<file path="src/rtl/instr_fetch.sv">
// Instruction fetch stage: PC register, IF/ID instruction register and a two-state
// IDLE/RUN controller with branch redirect, stall hold and a saturating fetch counter.
module instr_fetch #(
   parameter int ARQ = 16,
   parameter int AW  = 13
) (
   input  logic           clk,
   input  logic           rst,
   input  logic           start,
   input  logic           stall,
   input  logic           branch_taken,
   input  logic [AW-1:0]  branch_addr,
   output logic [AW-1:0]  imem_addr,
   input  logic [ARQ-1:0] imem_rdata,
   output logic [ARQ-1:0] instr_out,
   output logic [AW-1:0]  pc_out,
   output logic           valid_out,
   output logic [15:0]    fetch_cnt,
   output logic           dbg_state
);

   localparam logic [0:0] S_IDLE = 1'b0;
   localparam logic [0:0] S_RUN  = 1'b1;

   logic [0:0]     state_q, state_d;
   logic [AW-1:0]  pc_q, pc_d;
   logic [ARQ-1:0] instr_q, instr_d;
   logic [AW-1:0]  pcout_q, pcout_d;
   logic           valid_q, valid_d;
   logic [15:0]    cnt_q, cnt_d;

   // Downstream qualifies instr_out with valid_out: a zero word with valid_out=0 is a
   // bubble. There is no ready; stall is the only back-pressure and freezes IF/ID.
   always_comb begin
      state_d = state_q;
      pc_d    = pc_q;
      instr_d = instr_q;
      pcout_d = pcout_q;
      valid_d = valid_q;
      cnt_d   = cnt_q;
      case (state_q)
         S_IDLE: begin
            valid_d = 1'b0;
            if (start) state_d = S_RUN;
         end
         default: begin
            if (branch_taken) begin
               // Redirect squashes whatever sits in IF/ID, even while stalled.
               pc_d    = branch_addr;
               instr_d = '0;
               valid_d = 1'b0;
            end else if (!stall) begin
               instr_d = imem_rdata;
               pcout_d = pc_q;
               valid_d = 1'b1;
               pc_d    = pc_q + AW'(1);
               if (cnt_q != 16'hFFFF) cnt_d = cnt_q + 16'd1;
            end
         end
      endcase
   end

   always_ff @(posedge clk) begin
      if (rst) begin
         state_q <= S_IDLE;
         pc_q    <= '0;
         instr_q <= '0;
         pcout_q <= '0;
         valid_q <= 1'b0;
         cnt_q   <= '0;
      end else begin
         state_q <= state_d;
         pc_q    <= pc_d;
         instr_q <= instr_d;
         pcout_q <= pcout_d;
         valid_q <= valid_d;
         cnt_q   <= cnt_d;
      end
   end

   assign imem_addr = pc_q;
   assign instr_out = instr_q;
   assign pc_out    = pcout_q;
   assign valid_out = valid_q;
   assign fetch_cnt = cnt_q;
   assign dbg_state = state_q[0];

endmodule
</file>
<file path="config.mk">
export PLATFORM = sky130hd
export DESIGN_NAME = instr_fetch
export DESIGN_NICKNAME = d
export VERILOG_FILES = /design/src/rtl/instr_fetch.sv
export SDC_FILE = /design/constraint.sdc
export NUM_CORES = 1
export LEC_CHECK = 0
export CORE_ASPECT_RATIO = 0.6
export CORE_MARGIN = 4
export CORE_UTILIZATION = 30
export DETAILED_ROUTE_END_ITERATION = 10
export GPL_ROUTABILITY_DRIVEN = 0
export GPL_TIMING_DRIVEN = 0
export SLEW_MARGIN = 20
export SYNTH_ARGS = -nofsm -noshare
export SYNTH_HDL_FRONTEND = slang
export SYNTH_SLANG_ARGS = --single-unit
</file>
<file path="constraint.sdc">
create_clock -name clk -period 2.1 [get_ports clk]
set_clock_uncertainty 0.1 [all_clocks]
set_input_delay 0.42 -clock clk [delete_from_list [all_inputs] [get_ports clk]]
set_output_delay 0.42 -clock clk [all_outputs]
set_load 0.01 [all_outputs]
</file>
# Word level (Yosys, flattened, before mapping)

Cells that the tools add are included.

$add $sub $neg: 2
Eq/ne operators: 2
Mux-type cells: 6
Bitwise gates (word level): 3
Reduce and logical (&&, ||, !) cells: 4

Operators by type and width:

| kind                                          | count |
|---|---|
| 2-to-1 mux 16 bit                             | 2 |
| 2-to-1 mux 13 bit                             | 2 |
| adder 16 x 1 -> 16 bit, second input constant | 1 |
| != test 16 bit, second input constant         | 1 |
| adder 13 x 1 -> 13 bit, second input constant | 1 |
| AND reduction 4 bit                           | 1 |
| inverter 1 bit                                | 3 |
| AND reduction 3 bit                           | 1 |
| OR reduction 3 bit                            | 1 |
| 2-to-1 mux 1 bit                              | 2 |
| != test 2 x 1 -> 1 bit, second input constant | 1 |
| AND reduction 2 bit                           | 1 |

Register bits after elaboration: 60
Bits of input ports: 34
Output and inout bits: 60
Word-level logic and storage cells: 23

# Longest topological paths before layout

Gate-level depths: netlist (run 1).

Depth in word-level cells: 3
Mapped depth: 7

# Worst setup path before layout (run 1)

Ideal clock, no wire load.

Path type: input -> register
Start point: input branch_taken
End point: register cnt_q[14] (netlist: fetch_cnt[14])
Library setup time: 0.070 ns
Data arrival time: 2.058 ns
Path slack: -0.129 ns
Stages on the path: 6
Cell sequence: buf_2 or3b_1 buf_2 or3_4 or4_1 a21oi_1

Longest elaborated chain between the ends: 2

Ends and longest elaborated chain:

| item                          | RTL line | source |
|---|---|---|
| from (decl)                   | 11       | `input logic branch_taken,` |
| inverter 1 bit (no line)      | n/a      |  |
| AND reduction 4 bit (no line) | n/a      |  |
| to (signal assigned)          | 77       | `cnt_q <= cnt_d;` |
| to (decl)                     | 30       | `logic [15:0] cnt_q, cnt_d;` |

Every way passes these cells.
A chain may end at the register's enable or synchronous reset.

# Worst setup path in the final report (run 1)

Start point: input stall
End point: register cnt_q[14] (netlist: fetch_cnt[14])

Longest elaborated chain between the ends: 2

Ends and longest elaborated chain:

| item                          | RTL line | source |
|---|---|---|
| from (decl)                   | 10       | `input logic stall,` |
| inverter 1 bit (no line)      | n/a      |  |
| AND reduction 4 bit (no line) | n/a      |  |

Every way passes these cells.

==> impl_metrics.prom, run 1 <==
# TYPE chip_impl_metric gauge
chip_impl_info{name="status",value="completed"} 1
chip_impl_metric{name="drc",unit=""} 0
chip_impl_metric{name="final_layout_size_suffix_gt1_frac",unit=""} 0.0826
chip_impl_metric{name="floorplan.die.height",unit="um"} 81.1
chip_impl_metric{name="share_of_synthesized_flip_flops_with_an_asynchronous_set_or_reset",unit=""} 0
chip_impl_metric{name="antenna-diode-count",unit=""} 0
chip_impl_metric{name="vias_in_the_first_global_route",unit=""} 2605
chip_impl_metric{name="total_vias_in_the_final_route",unit=""} 2860
chip_impl_metric{name="seq_power_share",unit=""} 0.394
chip_impl_metric{name="dr.pass1.iters",unit=""} 5
chip_impl_metric{name="clockPowerShare",unit=""} 0.515
chip_impl_info{name="clock_tree.root_cell",value="sky130_fd_sc_hd__clkbuf_16"} 1
chip_impl_info{name="hp-class",value="register to register"} 1
chip_impl_metric{name="syn-instance-count",unit=""} 325
chip_impl_metric{name="tritoncts_num_sinks",unit=""} 60
chip_impl_metric{name="sequential_cell_area",unit="um^2"} 1210
chip_impl_info{name="crit_type",value="input pin to register"} 1
chip_impl_metric{name="power.static_leakage",unit="nW"} 1.38
chip_impl_metric{name="layout.core_utilization",unit=""} 0.482
chip_impl_metric{name="post-dp-hpwl",unit="um"} 6470
chip_impl_metric{name="number_of_synthesized_register_bits",unit=""} 60
chip_impl_metric{name="switching_fraction",unit=""} 0.220
chip_impl_info{name="element_type_at_the_critical_path_end",value="register"} 1
chip_impl_metric{name="final-instance-count-excl-fill",unit=""} 548
chip_impl_metric{name="critPathRequiredTime",unit="ps"} 2250
chip_impl_info{name="tritoncts",value="yes"} 1
chip_impl_metric{name="report.final.setup_viol",unit=""} 0
chip_impl_metric{name="cts_htree_levels",unit=""} 3
chip_impl_metric{name="core_area",unit="um^2"} 8590
chip_impl_metric{name="syn_to_final_growth",unit="%"} 55.0
chip_impl_metric{name="achievable-frequency",unit="GHz"} 0.493
chip_impl_metric{name="power.combinational.fraction",unit=""} 0.091
chip_impl_metric{name="period_minus_slack",unit="ps"} 2030
chip_impl_metric{name="placedCellCount",unit=""} 529
chip_impl_metric{name="timing.setup.tns",unit="ps"} 0
chip_impl_metric{name="area_used_by_multi_input_combinational_logic",unit="um^2"} 1430
chip_impl_metric{name="nets",unit=""} 467
chip_impl_metric{name="wl_per_cell",unit="um"} 16.1
chip_impl_metric{name="fin_crit_sh",unit=""} 0.966
chip_impl_metric{name="pre_cts_ws",unit="ps"} -484
chip_impl_metric{name="synth-warning-count",unit=""} 0
chip_impl_metric{name="dieWidth",unit="um"} 130
chip_impl_metric{name="design.die.area",unit="um^2"} 10500
chip_impl_metric{name="nFillCells",unit=""} 866
chip_impl_metric{name="grt_pass1_wl",unit="um"} 13700
chip_impl_metric{name="worst-endpoint-arrival",unit="ps"} 2180
chip_impl_metric{name="post_syn_area",unit="um^2"} 2670
chip_impl_metric{name="placed_area",unit="um^2"} 3750
chip_impl_metric{name="final_cell_area",unit="um^2"} 4140
chip_impl_metric{name="grt_max_degree",unit=""} 11
chip_impl_metric{name="net-switching-power",unit="mW"} 0.668
chip_impl_metric{name="cts_inserted_buffers",unit=""} 9
chip_impl_metric{name="synth.avg_cell_area",unit="um^2"} 8.22
chip_impl_info{name="layout_commonest_cell",value="sky130_fd_sc_hd__clkdlybuf4s50_1"} 1
chip_impl_metric{name="grt_util_all_layers",unit=""} 0.168
chip_impl_metric{name="hold_viol",unit=""} 0
chip_impl_metric{name="net_count_synth",unit=""} 361
chip_impl_metric{name="irDropWorstVdd",unit="mV"} 0.588
chip_impl_metric{name="critPathMaxFanout",unit=""} 8
chip_impl_info{name="dominantRegCellSynth",value="sky130_fd_sc_hd__dfxtp_1"} 1
chip_impl_metric{name="pin_count",unit=""} 94
chip_impl_metric{name="grt_remaining_overflow",unit=""} 0
chip_impl_metric{name="synth-edff-count",unit=""} 0
chip_impl_info{name="critical_path.startpoint_type",value="input pin"} 1
chip_impl_metric{name="io_buffer_count",unit=""} 92
chip_impl_metric{name="synth-seq-area-share",unit=""} 0.450
chip_impl_metric{name="std_cell_rows",unit=""} 26
chip_impl_metric{name="initial_standard_cell_utilization_of_the_core",unit=""} 0.311
chip_impl_metric{name="worst-slew-pin-transition",unit="ps"} 622
chip_impl_metric{name="drt_first_iter_violations",unit=""} 154
chip_impl_metric{name="finalWirelength",unit="um"} 8820
chip_impl_metric{name="maxCapViolCount",unit=""} 0
chip_impl_metric{name="internal-power",unit="mW"} 2.37
chip_impl_metric{name="max-clock-path-buffers",unit=""} 2
chip_impl_metric{name="viasPerCell",unit=""} 5.22
chip_impl_metric{name="ys_types",unit=""} 46
chip_impl_metric{name="route.antenna.remaining_nets",unit=""} 0
chip_impl_metric{name="antenna_violations_before_repair",unit=""} 0
chip_impl_metric{name="insertion_delay",unit="ps"} 320
chip_impl_metric{name="clkSlewWorstSetupHoldPaths",unit="ps"} 50
chip_impl_metric{name="finalWorstSetupSlack",unit="ps"} 70.9
chip_impl_metric{name="cellPowerDensity",unit="nW/um^2"} 734
chip_impl_metric{name="slew_headroom",unit=""} 0.585
chip_impl_info{name="leading_cell_types_in_the_layout_fill_and_taps_excluded",value="sky130_fd_sc_hd__clkdlybuf4s50_1 (91), sky130_fd_sc_hd__dfxtp_1 (58), sky130_fd_sc_hd__nor2_1 (43)"} 1
chip_impl_metric{name="slew_violations",unit=""} 0
## metrics by stage
step / total power [mW] / hold WS (ps)
5_1_grt: 3.16 / 368
4_1_cts: 3.08 / 355
6_report: 3.04 / 353
2_1_floorplan: 1.33 / 381
3_5_place_dp: 1.49 / 348
3_3_place_gp: 1.48 / 345
## synthesized netlist by cell type (4+ instances only)
cell	number	area, um^2
sky130_fd_sc_hd__o21ai_0	8	40.0
sky130_fd_sc_hd__nor2b_1	4	25.0
sky130_fd_sc_hd__nor4_1	5	31.3
sky130_fd_sc_hd__nand2_1	41	154
sky130_fd_sc_hd__a21oi_1	26	130
sky130_fd_sc_hd__nand4_1	11	68.8
sky130_fd_sc_hd__nor3_1	8	40.0
sky130_fd_sc_hd__a211oi_1	5	37.5
sky130_fd_sc_hd__o31ai_1	6	45.0
sky130_fd_sc_hd__clkbuf_1	18	67.6
sky130_fd_sc_hd__dfxtp_1	60	1200
sky130_fd_sc_hd__a31oi_1	4	25.0
sky130_fd_sc_hd__nand3_1	9	45.0
sky130_fd_sc_hd__a22oi_1	17	128
sky130_fd_sc_hd__nand2b_1	5	31.3
sky130_fd_sc_hd__nor2_1	44	165
sky130_fd_sc_hd__mux2_2	5	56.3
## sequential cells by signal, summed over array words and instances, names as in the netlist
signal and flops:
pc_out 13, instr_out 16, valid_out 1, imem_addr 13
dbg_state 1, fetch_cnt 16
## power groups by stage
stage	registers [mW]	clock network, mW	logic (mW)
floorplan	1.22	0	0.109
global placement	1.22	0	0.266
detailed placement	1.22	0	0.269
CTS	1.20	1.61	0.270
global route	1.20	1.66	0.300
finish	1.20	1.57	0.277
## layer usage
layer	routed length [um]	share of wire	vias up	GRT usage
li1	-	-	1411	-
met1	4320	0.49	1337	0.232
met2	3530	0.40	108	0.235
met3	927	0.11	4	0.0802
met4	40	0.0045	0	0.0373
met5	0	0	-	0
## cells by family (layout without fill, tap and decap cells)
| logic type | Yosys count | count (layout) | synth area share |
|---|---|---|---|
| flops | 60 | 60 | 0.450 |
| fa+ha+maj | 2 | 2 | 0.00937 |
| mux | 7 | 7 | 0.0286 |
| compound gates | 85 | 85 | 0.211 |
| simple gates | 146 | 146 | 0.265 |
| buf+inv | 25 | 136 | 0.0361 |
## critical path, cell delays in order
cell and delay [ps]:
sky130_fd_sc_hd__dlygate4sd2_1 270, sky130_fd_sc_hd__or3b_1 370, sky130_fd_sc_hd__buf_6 150, sky130_fd_sc_hd__or3_4 400, sky130_fd_sc_hd__or4_1 430, sky130_fd_sc_hd__a21oi_2 130
## final cells by class
cell class	instances	share of cell area
well taps	112	0.0339
repair buffers	95	0.228
flip-flops and latches	60	0.291
plain buffers	22	0.0227
clock inverters	5	0.0181
multi-input cells	240	0.345
inverters	3	0.00272
clock buffers	11	0.0586
## what timing repair did
item	CTS	global route
hold endpoints to repair	0	0
setup endpoints to repair	23	28
buffers inserted	0	3
gates resized for setup	4	8
hold buffers	0	0
## worst paths after layout
path	from	to	slack (ps)	cells past startpoint
setup reg to reg	dbg_state	fetch_cnt[14]	70	5
hold / removal	pc_out[10]	pc_out[10]	350	2
setup / recovery	stall	fetch_cnt[14]	70	6
hold reg to reg	pc_out[10]	pc_out[10]	350	2
Note: power is estimated with default switching activity, not from simulation.
==> run 2, diff against run 1 <==
- SKIP_CTS_REPAIR_TIMING: unset -> 1
==> impl_metrics.prom, run 2 (same netlist as run 1, synthesis figures left out) <==
# TYPE chip_impl_metric gauge
chip_impl_info{name="crit_path_max_delay_cell_type",value="sky130_fd_sc_hd__or4_1"} 1
chip_impl_metric{name="clkSlewWorstSetupHoldPaths",unit="ps"} 50
chip_impl_metric{name="grt_max_degree",unit=""} 11
chip_impl_metric{name="nets",unit=""} 467
chip_impl_info{name="critical_path.startpoint_type",value="register"} 1
chip_impl_metric{name="pin_count",unit=""} 94
chip_impl_metric{name="drc",unit=""} 0
chip_impl_metric{name="cts_htree_levels",unit=""} 3
chip_impl_metric{name="final_cell_area",unit="um^2"} 4140
chip_impl_metric{name="finalWirelength",unit="um"} 8800
chip_impl_metric{name="worst-slew-pin-transition",unit="ps"} 620
chip_impl_metric{name="vias_in_the_first_global_route",unit=""} 2601
chip_impl_metric{name="worst-endpoint-arrival",unit="ps"} 2180
chip_impl_metric{name="std_cell_rows",unit=""} 26
chip_impl_metric{name="report.final.setup_viol",unit=""} 0
chip_impl_info{name="tritoncts",value="yes"} 1
chip_impl_metric{name="power.static_leakage",unit="nW"} 1.39
chip_impl_metric{name="insertion_delay",unit="ps"} 330
chip_impl_metric{name="final-instance-count-excl-fill",unit=""} 548
chip_impl_metric{name="critPathRequiredTime",unit="ps"} 2250
chip_impl_metric{name="dr.pass1.iters",unit=""} 5
chip_impl_metric{name="floorplan.die.height",unit="um"} 81.1
chip_impl_metric{name="slew_violations",unit=""} 0
chip_impl_metric{name="critPathMaxFanout",unit=""} 8
chip_impl_metric{name="final_layout_size_suffix_gt1_frac",unit=""} 0.0849
chip_impl_metric{name="core_area",unit="um^2"} 8590
chip_impl_metric{name="cts_inserted_buffers",unit=""} 9
chip_impl_info{name="crit_type",value="register to register"} 1
chip_impl_metric{name="max-clock-path-buffers",unit=""} 2
chip_impl_info{name="hp-class",value="register to register"} 1
chip_impl_metric{name="slew_headroom",unit=""} 0.587
chip_impl_metric{name="placed_area",unit="um^2"} 3750
chip_impl_metric{name="initial_standard_cell_utilization_of_the_core",unit=""} 0.311
chip_impl_metric{name="syn_to_final_growth",unit="%"} 55.2
chip_impl_metric{name="layout.core_utilization",unit=""} 0.483
chip_impl_info{name="hold_path.startpoint",value="pc_out[10]"} 1
chip_impl_metric{name="placedCellCount",unit=""} 529
chip_impl_metric{name="antenna_violations_before_repair",unit=""} 0
chip_impl_metric{name="period_minus_slack",unit="ps"} 2030
chip_impl_metric{name="achievable-frequency",unit="GHz"} 0.494
chip_impl_metric{name="total_vias_in_the_final_route",unit=""} 2841
chip_impl_metric{name="grt_remaining_overflow",unit=""} 0
chip_impl_info{name="cp-startpoint",value="dbg_state"} 1
chip_impl_info{name="layout_commonest_cell",value="sky130_fd_sc_hd__clkdlybuf4s50_1"} 1
chip_impl_metric{name="drt_first_iter_violations",unit=""} 161
chip_impl_metric{name="route.antenna.remaining_nets",unit=""} 0
chip_impl_metric{name="antenna-diode-count",unit=""} 0
chip_impl_metric{name="max_stage_delay",unit="ps"} 430
chip_impl_metric{name="cellPowerDensity",unit="nW/um^2"} 734
chip_impl_info{name="path_cells",value="or3b_1, buf_6, or3_4, or4_1, a21oi_2"} 1
chip_impl_info{name="element_type_at_the_critical_path_end",value="register"} 1
chip_impl_metric{name="hold_viol",unit=""} 0
chip_impl_metric{name="dieWidth",unit="um"} 130
chip_impl_metric{name="viasPerCell",unit=""} 5.18
chip_impl_info{name="leading_cell_types_in_the_layout_fill_and_taps_excluded",value="sky130_fd_sc_hd__clkdlybuf4s50_1 (91), sky130_fd_sc_hd__dfxtp_1 (58), sky130_fd_sc_hd__nor2_1 (43)"} 1
chip_impl_info{name="status",value="completed"} 1
chip_impl_metric{name="irDropWorstVdd",unit="mV"} 0.588
chip_impl_info{name="clock_tree.root_cell",value="sky130_fd_sc_hd__clkbuf_16"} 1
chip_impl_metric{name="wl_per_cell",unit="um"} 16.1
chip_impl_metric{name="io_buffer_count",unit=""} 92
chip_impl_metric{name="tritoncts_num_sinks",unit=""} 60
chip_impl_info{name="timing.rr.start",value="dbg_state"} 1
chip_impl_metric{name="design.die.area",unit="um^2"} 10500
chip_impl_metric{name="fin_crit_sh",unit=""} 0.965
chip_impl_metric{name="post-dp-hpwl",unit="um"} 6470
chip_impl_metric{name="maxCapViolCount",unit=""} 0
chip_impl_metric{name="grt_util_all_layers",unit=""} 0.167
chip_impl_metric{name="grt_pass1_wl",unit="um"} 13600
run 2: cell count changes in the layout (fill, tap and decap cells not counted), sizes merged:
cell          delta
dlymetal6s2s     +1
dlygate4sd2      -1
run 2: metrics by stage:
step	hold slack [ps]	total power, mW	worst slack (ps)	setup TNS (ps)
2_1_floorplan	381	1.33	-33.4	-58.8
4_1_cts	355	3.08	-141	-966
3_5_place_dp	348	1.49	-484	-16250
6_report	353	3.04	73.8	0
5_1_grt	368	3.16	-2.88	-5.36
3_3_place_gp	345	1.48	-490	-14790
run 2: final cells by class:
cell class                      count  area [um^2]
Tap cell                          112          140
Buffer                             22         95.1
Inverter                            3         11.3
Clock buffer                       11          243
Fill cell                         869         4440
Timing Repair Buffer               95          946
Multi-Input combinational cell    240         1430
Clock inverter                      5         75.1
Sequential cell                    60         1210
run 2: routing by layer:
| layer | GRT usage | share of wire | up-vias |
|---|---|---|---|
| li1 | - | - | 1410 |
| met1 | 0.231 | 0.49 | 1316 |
| met2 | 0.235 | 0.40 | 111 |
| met3 | 0.0802 | 0.11 | 4 |
| met4 | 0.0373 | 0.0044 | 0 |
| met5 | 0 | 0 | - |
run 2: path summary, 6_finish.rpt:
path,slack [ps],depth (start not counted),to
worst min-delay path,350,2,pc_out[10]
worst min register to register,350,2,pc_out[10]
worst max register to register,70,5,fetch_cnt[14]
worst max-delay path,70,5,fetch_cnt[14]
run 2: power breakdown:
part | total, mW | leakage [nW] | internal (mW) | switching, mW
sequential | 1.20 | 0.487 | 1.16 | 0.0325
combinational | 0.278 | 0.747 | 0.144 | 0.134
clock | 1.57 | 0.159 | 1.06 | 0.505
total | 3.04 | 1.39 | 2.37 | 0.672
run 2: critical path, delay by kind of cell, from the launching register on:
family / cells / cell delay [ps]
and+or+nand+nor: 3 / 1200
DFF: 1 / 380
buffers and inverters: 1 / 150
AOI/OAI and AO/OA: 1 / 130
==> run 3, diff against run 2 <==
- PLACE_DENSITY: unset -> 0.65
==> impl_metrics.prom, run 3 (same netlist as run 1, synthesis figures left out) <==
# TYPE chip_impl_metric gauge
chip_impl_info{name="status",value="completed"} 1
chip_impl_metric{name="post-dp-hpwl",unit="um"} 6490
chip_impl_metric{name="max-clock-path-buffers",unit=""} 2
chip_impl_metric{name="pre_cts_ws",unit="ps"} -474
chip_impl_metric{name="insertion_delay",unit="ps"} 330
chip_impl_info{name="rsz0062_at_grt",value="no"} 1
chip_impl_metric{name="nets",unit=""} 467
chip_impl_metric{name="grt_pass1_wl",unit="um"} 14200
chip_impl_metric{name="fin_crit_sh",unit=""} 0.959
chip_impl_metric{name="worst-slew-pin-transition",unit="ps"} 717
chip_impl_metric{name="achievable-frequency",unit="GHz"} 0.497
chip_impl_metric{name="grt_util_all_layers",unit=""} 0.171
chip_impl_metric{name="hold_viol",unit=""} 0
chip_impl_metric{name="critPathRequiredTime",unit="ps"} 2250
chip_impl_metric{name="hold-worst-slack",unit="ps"} 354
chip_impl_metric{name="drt_first_iter_violations",unit=""} 215
chip_impl_metric{name="irDropWorstVdd",unit="mV"} 0.380
chip_impl_metric{name="initial_standard_cell_utilization_of_the_core",unit=""} 0.311
chip_impl_info{name="element_type_at_the_critical_path_end",value="register"} 1
chip_impl_metric{name="finalWirelength",unit="um"} 8940
chip_impl_info{name="hp-class",value="register to register"} 1
chip_impl_info{name="crit_type",value="register to register"} 1
chip_impl_info{name="layout_commonest_cell",value="sky130_fd_sc_hd__clkdlybuf4s50_1"} 1
chip_impl_metric{name="wl_per_cell",unit="um"} 16.3
chip_impl_metric{name="grt_max_degree",unit=""} 11
chip_impl_metric{name="tritoncts_num_sinks",unit=""} 60
chip_impl_metric{name="design_power_total",unit="mW"} 2.81
chip_impl_info{name="critical_path.startpoint_type",value="register"} 1
chip_impl_metric{name="clkSlewWorstSetupHoldPaths",unit="ps"} 50
chip_impl_info{name="tritoncts",value="yes"} 1
chip_impl_metric{name="maxCapViolCount",unit=""} 0
chip_impl_metric{name="slew_headroom",unit=""} 0.521
chip_impl_metric{name="std_cell_rows",unit=""} 26
chip_impl_metric{name="design.die.area",unit="um^2"} 10500
chip_impl_metric{name="critPathMaxFanout",unit=""} 5
chip_impl_metric{name="final-instance-count-excl-fill",unit=""} 548
chip_impl_metric{name="pin_count",unit=""} 94
chip_impl_info{name="leading_cell_types_in_the_layout_fill_and_taps_excluded",value="sky130_fd_sc_hd__clkdlybuf4s50_1 (91), sky130_fd_sc_hd__dfxtp_1 (59), sky130_fd_sc_hd__nor2_1 (43)"} 1
chip_impl_metric{name="sequential_cell_area",unit="um^2"} 1200
chip_impl_metric{name="finalWorstSetupSlack",unit="ps"} 86.8
chip_impl_metric{name="vias_in_the_first_global_route",unit=""} 2810
chip_impl_metric{name="io_buffer_count",unit=""} 92
chip_impl_metric{name="dieWidth",unit="um"} 130
chip_impl_metric{name="final_layout_size_suffix_gt1_frac",unit=""} 0.0782
chip_impl_metric{name="route.antenna.remaining_nets",unit=""} 0
chip_impl_metric{name="drc",unit=""} 0
chip_impl_metric{name="cts_inserted_buffers",unit=""} 9
chip_impl_metric{name="dr.pass1.iters",unit=""} 5
chip_impl_metric{name="core_area",unit="um^2"} 8590
chip_impl_info{name="clock_tree.root_cell",value="sky130_fd_sc_hd__clkbuf_16"} 1
chip_impl_metric{name="antenna_violations_before_repair",unit=""} 1
chip_impl_metric{name="worst-endpoint-arrival",unit="ps"} 2170
chip_impl_metric{name="placed_area",unit="um^2"} 3750
chip_impl_metric{name="slew_violations",unit=""} 0
chip_impl_metric{name="nFillCells",unit=""} 873
chip_impl_metric{name="floorplan.die.height",unit="um"} 81.1
chip_impl_metric{name="cellPowerDensity",unit="nW/um^2"} 685
chip_impl_metric{name="total_vias_in_the_final_route",unit=""} 2950
chip_impl_metric{name="grt_remaining_overflow",unit=""} 0
chip_impl_metric{name="area_used_by_multi_input_combinational_logic",unit="um^2"} 1420
chip_impl_metric{name="period_minus_slack",unit="ps"} 2010
chip_impl_metric{name="cts_htree_levels",unit=""} 3
chip_impl_metric{name="power.static_leakage",unit="nW"} 1.38
chip_impl_metric{name="viasPerCell",unit=""} 5.38
chip_impl_metric{name="syn_to_final_growth",unit="%"} 53.3
chip_impl_metric{name="report.final.setup_viol",unit=""} 0
chip_impl_metric{name="placedCellCount",unit=""} 529
chip_impl_metric{name="final_cell_area",unit="um^2"} 4090
## run 3: area by class of cell
| type | count | area share |
|---|---|---|
| clock buffers | 13 | 0.0636 |
| plain buffers | 22 | 0.0235 |
| inverters | 3 | 0.00275 |
| flip-flops and latches | 60 | 0.294 |
| clock inverters | 2 | 0.00244 |
| diodes | 1 | 0.000611 |
| repair buffers | 95 | 0.231 |
| well taps | 112 | 0.0342 |
| multi-input cells | 240 | 0.347 |
## run 3: power by group
part           switching (mW)  internal (mW)  leakage (nW)
Sequential             0.0307           1.16         0.486
Clock                   0.484          0.851         0.135
Combinational           0.132          0.143         0.763
## run 3: worst paths after layout
| check | startpoint | cells past startpoint | to | slack [ps] |
|---|---|---|---|---|
| worst max register to register | fetch_cnt[1] | 5 | fetch_cnt[14] | 90 |
| worst min register to register | pc_out[0] | 2 | pc_out[0] | 350 |
| worst max-delay path | fetch_cnt[1] | 5 | fetch_cnt[14] | 90 |
| worst min-delay path | pc_out[0] | 2 | pc_out[0] | 350 |
## run 3: critical path, stage by stage, from the launching register on
cell	delay, ps
sky130_fd_sc_hd__dfxtp_1	430
sky130_fd_sc_hd__ha_2	290
sky130_fd_sc_hd__nand3_2	160
sky130_fd_sc_hd__or3_4	430
sky130_fd_sc_hd__or4_1	400
sky130_fd_sc_hd__a21oi_1	130
## run 3: routing by layer
metal	vias to the layer above	GRT usage	routed length (um)
met1	1396	0.236	4180
met4	0	0.0581	99
met2	139	0.235	3630
li1	1404	-	-
met3	11	0.0782	1030
met5	-	0	0
## run 3: stage by stage
step | utilization | TNS (ps)
floorplan | - | -58.8
global placement | 0.437 | -12960
detailed placement | 0.437 | -14420
CTS | 0.468 | -757
global route | 0.476 | 0
finish | 0.477 | 0
